`src/rtl/arm_control_unit.sv`:
```
// rtl/arm_control_unit.sv - Control unit for the single-cycle ARM-subset datapath
//
// Main decoder, ALU decoder and conditional logic for the single-cycle
// datapath. Instruction fields are decoded combinationally into datapath
// selects and write enables. The NZCV flag register is held here, and every
// architectural write enable is gated by the condition check of the current
// instruction.
//
// Optional feature macro: CU_CMP_EN
//   defined   : cmd 1010 (CMP) subtracts, always writes all flags and never
//               writes the register file.
//   undefined : cmd 1010 decodes like any unlisted cmd.
//
// Ports
//   clk        in   1  flag register clock (rising edge)
//   reset      in   1  asynchronous active-high, clears NZCV
//   Cond       in   4  instr[31:28] condition code
//   ALUFlags   in   4  {N,Z,C,V} produced by the ALU for this instruction
//   Op         in   2  instr[27:26]
//   Funct      in   6  instr[25:20]: [5]=I, [4:1]=cmd, [0]=S or L
//   Rd         in   4  instr[15:12]
//   MemToReg   out  1  writeback from data memory
//   ALUControl out  2  00 ADD, 01 SUB, 10 AND, 11 ORR
//   ALUSrc     out  1  immediate as ALU operand B
//   ImmSrc     out  2  00 imm8 rot, 01 imm12, 10 imm24 branch
//   RegSrc     out  2  [0] PC as Rn, [1] Rd as Rm
//   PCSrc      out  1  PC loaded from result
//   RegWrite   out  1  register file write enable
//   MemWrite   out  1  data memory write enable

module arm_control_unit (
    input  logic       clk,
    input  logic       reset,
    input  logic [3:0] Cond,
    input  logic [3:0] ALUFlags,
    input  logic [1:0] Op,
    input  logic [5:0] Funct,
    input  logic [3:0] Rd,
    output logic       MemToReg,
    output logic [1:0] ALUControl,
    output logic       ALUSrc,
    output logic [1:0] ImmSrc,
    output logic [1:0] RegSrc,
    output logic       PCSrc,
    output logic       RegWrite,
    output logic       MemWrite
);

    localparam logic [1:0] OP_DP  = 2'b00;
    localparam logic [1:0] OP_MEM = 2'b01;
    localparam logic [1:0] OP_BR  = 2'b10;

    localparam logic [3:0] CMD_AND = 4'b0000;
    localparam logic [3:0] CMD_SUB = 4'b0010;
    localparam logic [3:0] CMD_ADD = 4'b0100;
    localparam logic [3:0] CMD_CMP = 4'b1010;
    localparam logic [3:0] CMD_ORR = 4'b1100;

    localparam logic [1:0] ALU_ADD = 2'b00;
    localparam logic [1:0] ALU_SUB = 2'b01;
    localparam logic [1:0] ALU_AND = 2'b10;
    localparam logic [1:0] ALU_ORR = 2'b11;

    logic       funct_i;
    logic [3:0] funct_cmd;
    logic       funct_s;

    assign funct_i   = Funct[5];
    assign funct_cmd = Funct[4:1];
    assign funct_s   = Funct[0];

    // Main decoder outputs
    logic       regw_main;
    logic       memw;
    logic       memtoreg_d;
    logic       alusrc_d;
    logic [1:0] immsrc_d;
    logic [1:0] regsrc_d;
    logic       branch;
    logic       aluop;

    always_comb begin
        regw_main  = 1'b0;
        memw       = 1'b0;
        memtoreg_d = 1'b0;
        alusrc_d   = 1'b0;
        immsrc_d   = 2'b00;
        regsrc_d   = 2'b00;
        branch     = 1'b0;
        aluop      = 1'b0;
        case (Op)
            OP_DP: begin
                regw_main = 1'b1;
                alusrc_d  = funct_i;
                aluop     = 1'b1;
            end
            OP_MEM: begin
                alusrc_d = 1'b1;
                immsrc_d = 2'b01;
                if (funct_s) begin
                    // LDR
                    regw_main  = 1'b1;
                    memtoreg_d = 1'b1;
                end else begin
                    // STR reads the store data through the Rm port
                    memw     = 1'b1;
                    regsrc_d = 2'b10;
                end
            end
            OP_BR: begin
                alusrc_d = 1'b1;
                immsrc_d = 2'b10;
                regsrc_d = 2'b01;
                branch   = 1'b1;
            end
            default: begin
                // Op=11 is treated as a no-op: nothing is written
            end
        endcase
    end

    // ALU decoder
    logic [1:0] alucontrol_d;
    logic [1:0] flagw;
    logic       cmp_kill;

    always_comb begin
        alucontrol_d = ALU_ADD;
        flagw        = 2'b00;
        cmp_kill     = 1'b0;
        if (aluop) begin
            case (funct_cmd)
                CMD_ADD: alucontrol_d = ALU_ADD;
                CMD_SUB: alucontrol_d = ALU_SUB;
                CMD_AND: alucontrol_d = ALU_AND;
                CMD_ORR: alucontrol_d = ALU_ORR;
                default: alucontrol_d = ALU_ADD;
            endcase
            // Logical ops leave C and V alone
            flagw[1] = funct_s;
            flagw[0] = funct_s &
                       ((alucontrol_d == ALU_ADD) || (alucontrol_d == ALU_SUB));
`ifdef CU_CMP_EN
            if (funct_cmd == CMD_CMP) begin
                alucontrol_d = ALU_SUB;
                flagw        = 2'b11;
                cmp_kill     = 1'b1;
            end
`endif
        end
    end

    logic regw;
    logic pcs;

    assign regw = regw_main & ~cmp_kill;
    // Any register write to R15 is a jump
    assign pcs  = (regw & (Rd == 4'hF)) | branch;

    // Flag register and condition check
    logic [3:0] nzcv;
    logic       flag_n, flag_z, flag_c, flag_v;
    logic       condex;

    assign {flag_n, flag_z, flag_c, flag_v} = nzcv;

    always_comb begin
        condex = 1'b0;
        case (Cond)
            4'h0: condex = flag_z;
            4'h1: condex = ~flag_z;
            4'h2: condex = flag_c;
            4'h3: condex = ~flag_c;
            4'h4: condex = flag_n;
            4'h5: condex = ~flag_n;
            4'h6: condex = flag_v;
            4'h7: condex = ~flag_v;
            4'h8: condex = flag_c & ~flag_z;
            4'h9: condex = ~flag_c | flag_z;
            4'hA: condex = (flag_n == flag_v);
            4'hB: condex = (flag_n != flag_v);
            4'hC: condex = ~flag_z & (flag_n == flag_v);
            4'hD: condex = flag_z | (flag_n != flag_v);
            4'hE: condex = 1'b1;
            default: condex = 1'b0; // unconditional-extension space disabled
        endcase
    end

    // Flags are only visible to the condition check from the next cycle on
    always_ff @(posedge clk or posedge reset) begin
        if (reset) begin
            nzcv <= 4'b0000;
        end else begin
            if (flagw[1] & condex)
                nzcv[3:2] <= ALUFlags[3:2];
            if (flagw[0] & condex)
                nzcv[1:0] <= ALUFlags[1:0];
        end
    end

    assign MemToReg   = memtoreg_d;
    assign ALUControl = alucontrol_d;
    assign ALUSrc     = alusrc_d;
    assign ImmSrc     = immsrc_d;
    assign RegSrc     = regsrc_d;
    assign PCSrc      = pcs & condex;
    assign RegWrite   = regw & condex;
    assign MemWrite   = memw & condex;

endmodule

```
`config.mk`:
```
export PLATFORM = sky130hd
export DESIGN_NAME = arm_control_unit
export DESIGN_NICKNAME = d
export VERILOG_FILES = /design/src/rtl/arm_control_unit.sv
export SDC_FILE = /design/constraint.sdc
export NUM_CORES = 1
export LEC_CHECK = 0
export CAP_MARGIN = 10
export CORE_MARGIN = 8
export CORE_UTILIZATION = 43
export CTS_BUF_LIST = sky130_fd_sc_hd__clkbuf_8
export DETAILED_ROUTE_END_ITERATION = 8
export PLACE_DENSITY = 0.85
export SYNTH_ARGS = -nofsm -noshare
export SYNTH_HDL_FRONTEND = slang
export SYNTH_SLANG_ARGS = --single-unit
export TNS_END_PERCENT = 30
```
`constraint.sdc`:
```
create_clock -name clk -period 4.5 [get_ports clk]
set_input_delay 0.9 -clock clk [delete_from_list [all_inputs] [get_ports clk]]
set_output_delay 0.9 -clock clk [all_outputs]
set_load 0.05 [all_outputs]
```
==> impl_metrics.tcl <==
set metrics [dict create \
    core-area_um2 1318 \
    ys_ff_latch 4 \
    total_power_mw 0.3274 \
    drive_gt1_share_pct 7.273 \
    critPathKind "in2out" \
    syn_area_per_cell_um2 7.924 \
    syn-num-nets 106 \
    htreeDepth 1 \
    wl_met1_um 776 \
    synth_seq_area_share_pct 16.19 \
    root_buffer "clkbuf_8" \
    hold_violations 0 \
    n_fill_cell 107 \
    tightest_slew_ns 0.5383 \
    numPortBuffers 32 \
    area_delta_synth_final_pct 58.70 \
    die_area_um2 2907 \
    dp.cells 122 \
    dr_total_vias 681 \
    cts_buffer_depth 2 \
    cts_sinks 4 \
    drc 0 \
    hp-start "nzcv[3]" \
    dieHeight_um 53.92 \
    reg2reg_slack_ns 2.54 \
    cts_tree "yes" \
    fin_crit_sh_pct 96.10 \
    gp_congestion 0.7780 \
    grt_pass1_wl_um 2953 \
    cap_violations 0 \
    grt_pass1_vias 677 \
    clk_pin_slew_ns 0.03 \
    ctsHoldBuffers 0 \
    cts_resized 0 \
    fin_skew_ns 0.003244 \
    grt_max_degree 12 \
    synth.top_cell.area_share_pct 16.19 \
    critPathMaxFanout 11 \
    clkLatencyLatePin_ns 0.22 \
    rows 13 \
    synth_cells 78 \
    hold_end "nzcv[3]" \
    slew_headroom_pct 64.00 \
    dr.pass1.iters 4 \
    hpwl_um 1563 \
    start_util_pct 46.91 \
    die_x_um 53.92 \
    r2r_cells 6 \
    fmax_ghz 0.2313 \
    first_iter_violations 15 \
    yosys_warnings 0 \
    grt_overflow 0 \
    ys.flop_type "dfrtp_1" \
    leakage_nw 0.4198 \
    pre_cts_ws_ns 0.2127 \
    cp.arrival_ns 3.42 \
    required_ns 3.60 \
    track_usage_pct 13.44 \
    largest_register "nzcv" \
    synth-edff-count 0 \
    stdcell_count 125 \
    yosys.area.top_type "dfrtp_1" \
    wl_per_cell_um 15.51 \
    post_cts_buffers 0 \
    setup_tns_ns 0 \
    final.min_clock_period_ns 4.324 \
    topRoutingLayerUsed "met4" \
    wl_met2_um 982 \
    diodes 0 \
    largest_reg_flops 4 \
    r2r_start "nzcv[0]" \
    power.density_nw_per_um2 333.7 \
    ir_drop_uv 367.7 \
    postRouteAntennaNets 0 \
    outcome "complete, no violations" \
    wl_met3_um 166 \
    drt-vias-per-instance 5.448 \
    antenna_found_initial 0 \
    grt_setup_unrepaired "no" \
    synth_cell_types 34 \
    synth_area_leaders "dfrtp_1 (16%), ha_1 (12%), nor2_1 (5.5%), o32ai_1 (4.3%), xnor2_1 (4.3%)" \
    synthesis.area_um2 618.1 \
    top_regs "nzcv x4" \
    drt-total-wl_um 1939 \
    ios 33 \
    cts_buffers 3 \
    slew_violations 0 \
    final_nets 140 \
    async_reset_ff_share_pct 100.0 \
    fin_ws_ns 0.1757 \
    hp-class "reg2reg" \
    endpoint_kind "primary output" \
    hold_path_depth 1 \
    finalSetupViolCount 0 \
    timing.rr.end "nzcv[2]" \
    critPathLaunchType "primary input" \
]
==> final cells by class <==
cell class | instances | area (um^2) | share of cell area, %
multi-input cells | 64 | 473.0 | 48.21
repair buffers | 33 | 325.3 | 33.16
flip-flops and latches | 4 | 100.1 | 10.20
clock buffers | 3 | 41.29 | 4.209
inverters | 6 | 22.52 | 2.296
well taps | 15 | 18.77 | 1.913
==> cells by family (layout without fill, tap and decap cells) <==
| family | count (synthesis) | in the layout | synth area share, % |
|---|---|---|---|
| AND/OR/NAND/NOR | 35 | 35 | 33.20 |
| adder cells (fa/ha/maj) | 6 | 6 | 12.15 |
| AO/OA/AOI/OAI | 15 | 15 | 18.63 |
| XOR/XNOR | 4 | 4 | 5.669 |
| buffers and inverters | 10 | 42 | 7.287 |
| flip-flops | 4 | 4 | 16.19 |
| multiplexers | 4 | 4 | 6.882 |
==> per-stage QoR <==
| stage | util (%) | area, um^2 | hold WS [ns] |
|---|---|---|---|
| after floorplan | - | 618.1 | 0.5229 |
| after global placement | 71.32 | 939.7 | 0.5525 |
| after detailed placement | 71.32 | 939.7 | 0.5508 |
| after CTS | 74.45 | 980.9 | 0.5570 |
| after global routing | 74.45 | 980.9 | 0.6143 |
| final | 74.45 | 980.9 | 0.5569 |
==> per-layer routing <==
layer  track usage [%]  up-vias
li1                  -      344
met1             14.95      307
met2             23.17       27
met3             4.408        3
met4             5.042        0
met5                 0        -
==> synth_stat cells, drive strengths merged, types with 2 or more instances <==
master  n
and2    4
mux2    2
dfrtp   4
nand3b  2
mux2i   2
ha      6
a21oi   3
o31ai   3
or2     2
nand2   2
nor2    9
nand2b  3
nor3b   2
nor2b   2
buf     4
o32ai   3
xnor2   3
nand3   2
inv     6
==> cells in the final DEF, fill, tap and decap left out, types with 2 or more instances in the layout <==
cell,instances
clkdlybuf4s50_1,31
nor2_1,9
inv_1,6
ha_1,6
and2_1,4
dfrtp_1,4
xnor2_1,3
nand2b_1,3
a21oi_1,3
o32ai_1,3
o31ai_1,3
clkbuf_8,3
mux2i_1,2
nand3_1,2
or2_2,2
nor3b_1,2
nand3b_1,2
nor2b_1,2
nand2_1,2
mux2_1,2
buf_4,2
==> how the worst max path moves through the flow <==
stage,to,depth (start not counted),slack [ns],start
global placement,PCSrc,7,0.32,Cond[0]
CTS,PCSrc,7,0.18,Cond[0]
floorplan,MemWrite,5,0.66,Cond[0]
global route,PCSrc,7,0.10,Cond[0]
finish,PCSrc,7,0.18,Cond[0]
detailed placement,PCSrc,7,0.21,Cond[0]
==> worst max-delay path, cell delays in order <==
cell	delay, ns
clkdlybuf4s50_1	0.59
nor2b_1	0.22
a221o_1	0.33
o21a_1	0.21
nor3_1	0.31
nor2_1	0.12
clkdlybuf4s50_1	0.74
==> where the power goes <==
part / leakage [nW] / switching, mW / internal [mW] / total [mW]
sequential: 0.0492 / 0.0256 / 0.0545 / 0.0801
clock: 0.0216 / 0.0181 / 0.0570 / 0.0751
combinational: 0.349 / 0.0904 / 0.0818 / 0.172
Note: power is estimated with default switching activity, not from simulation.
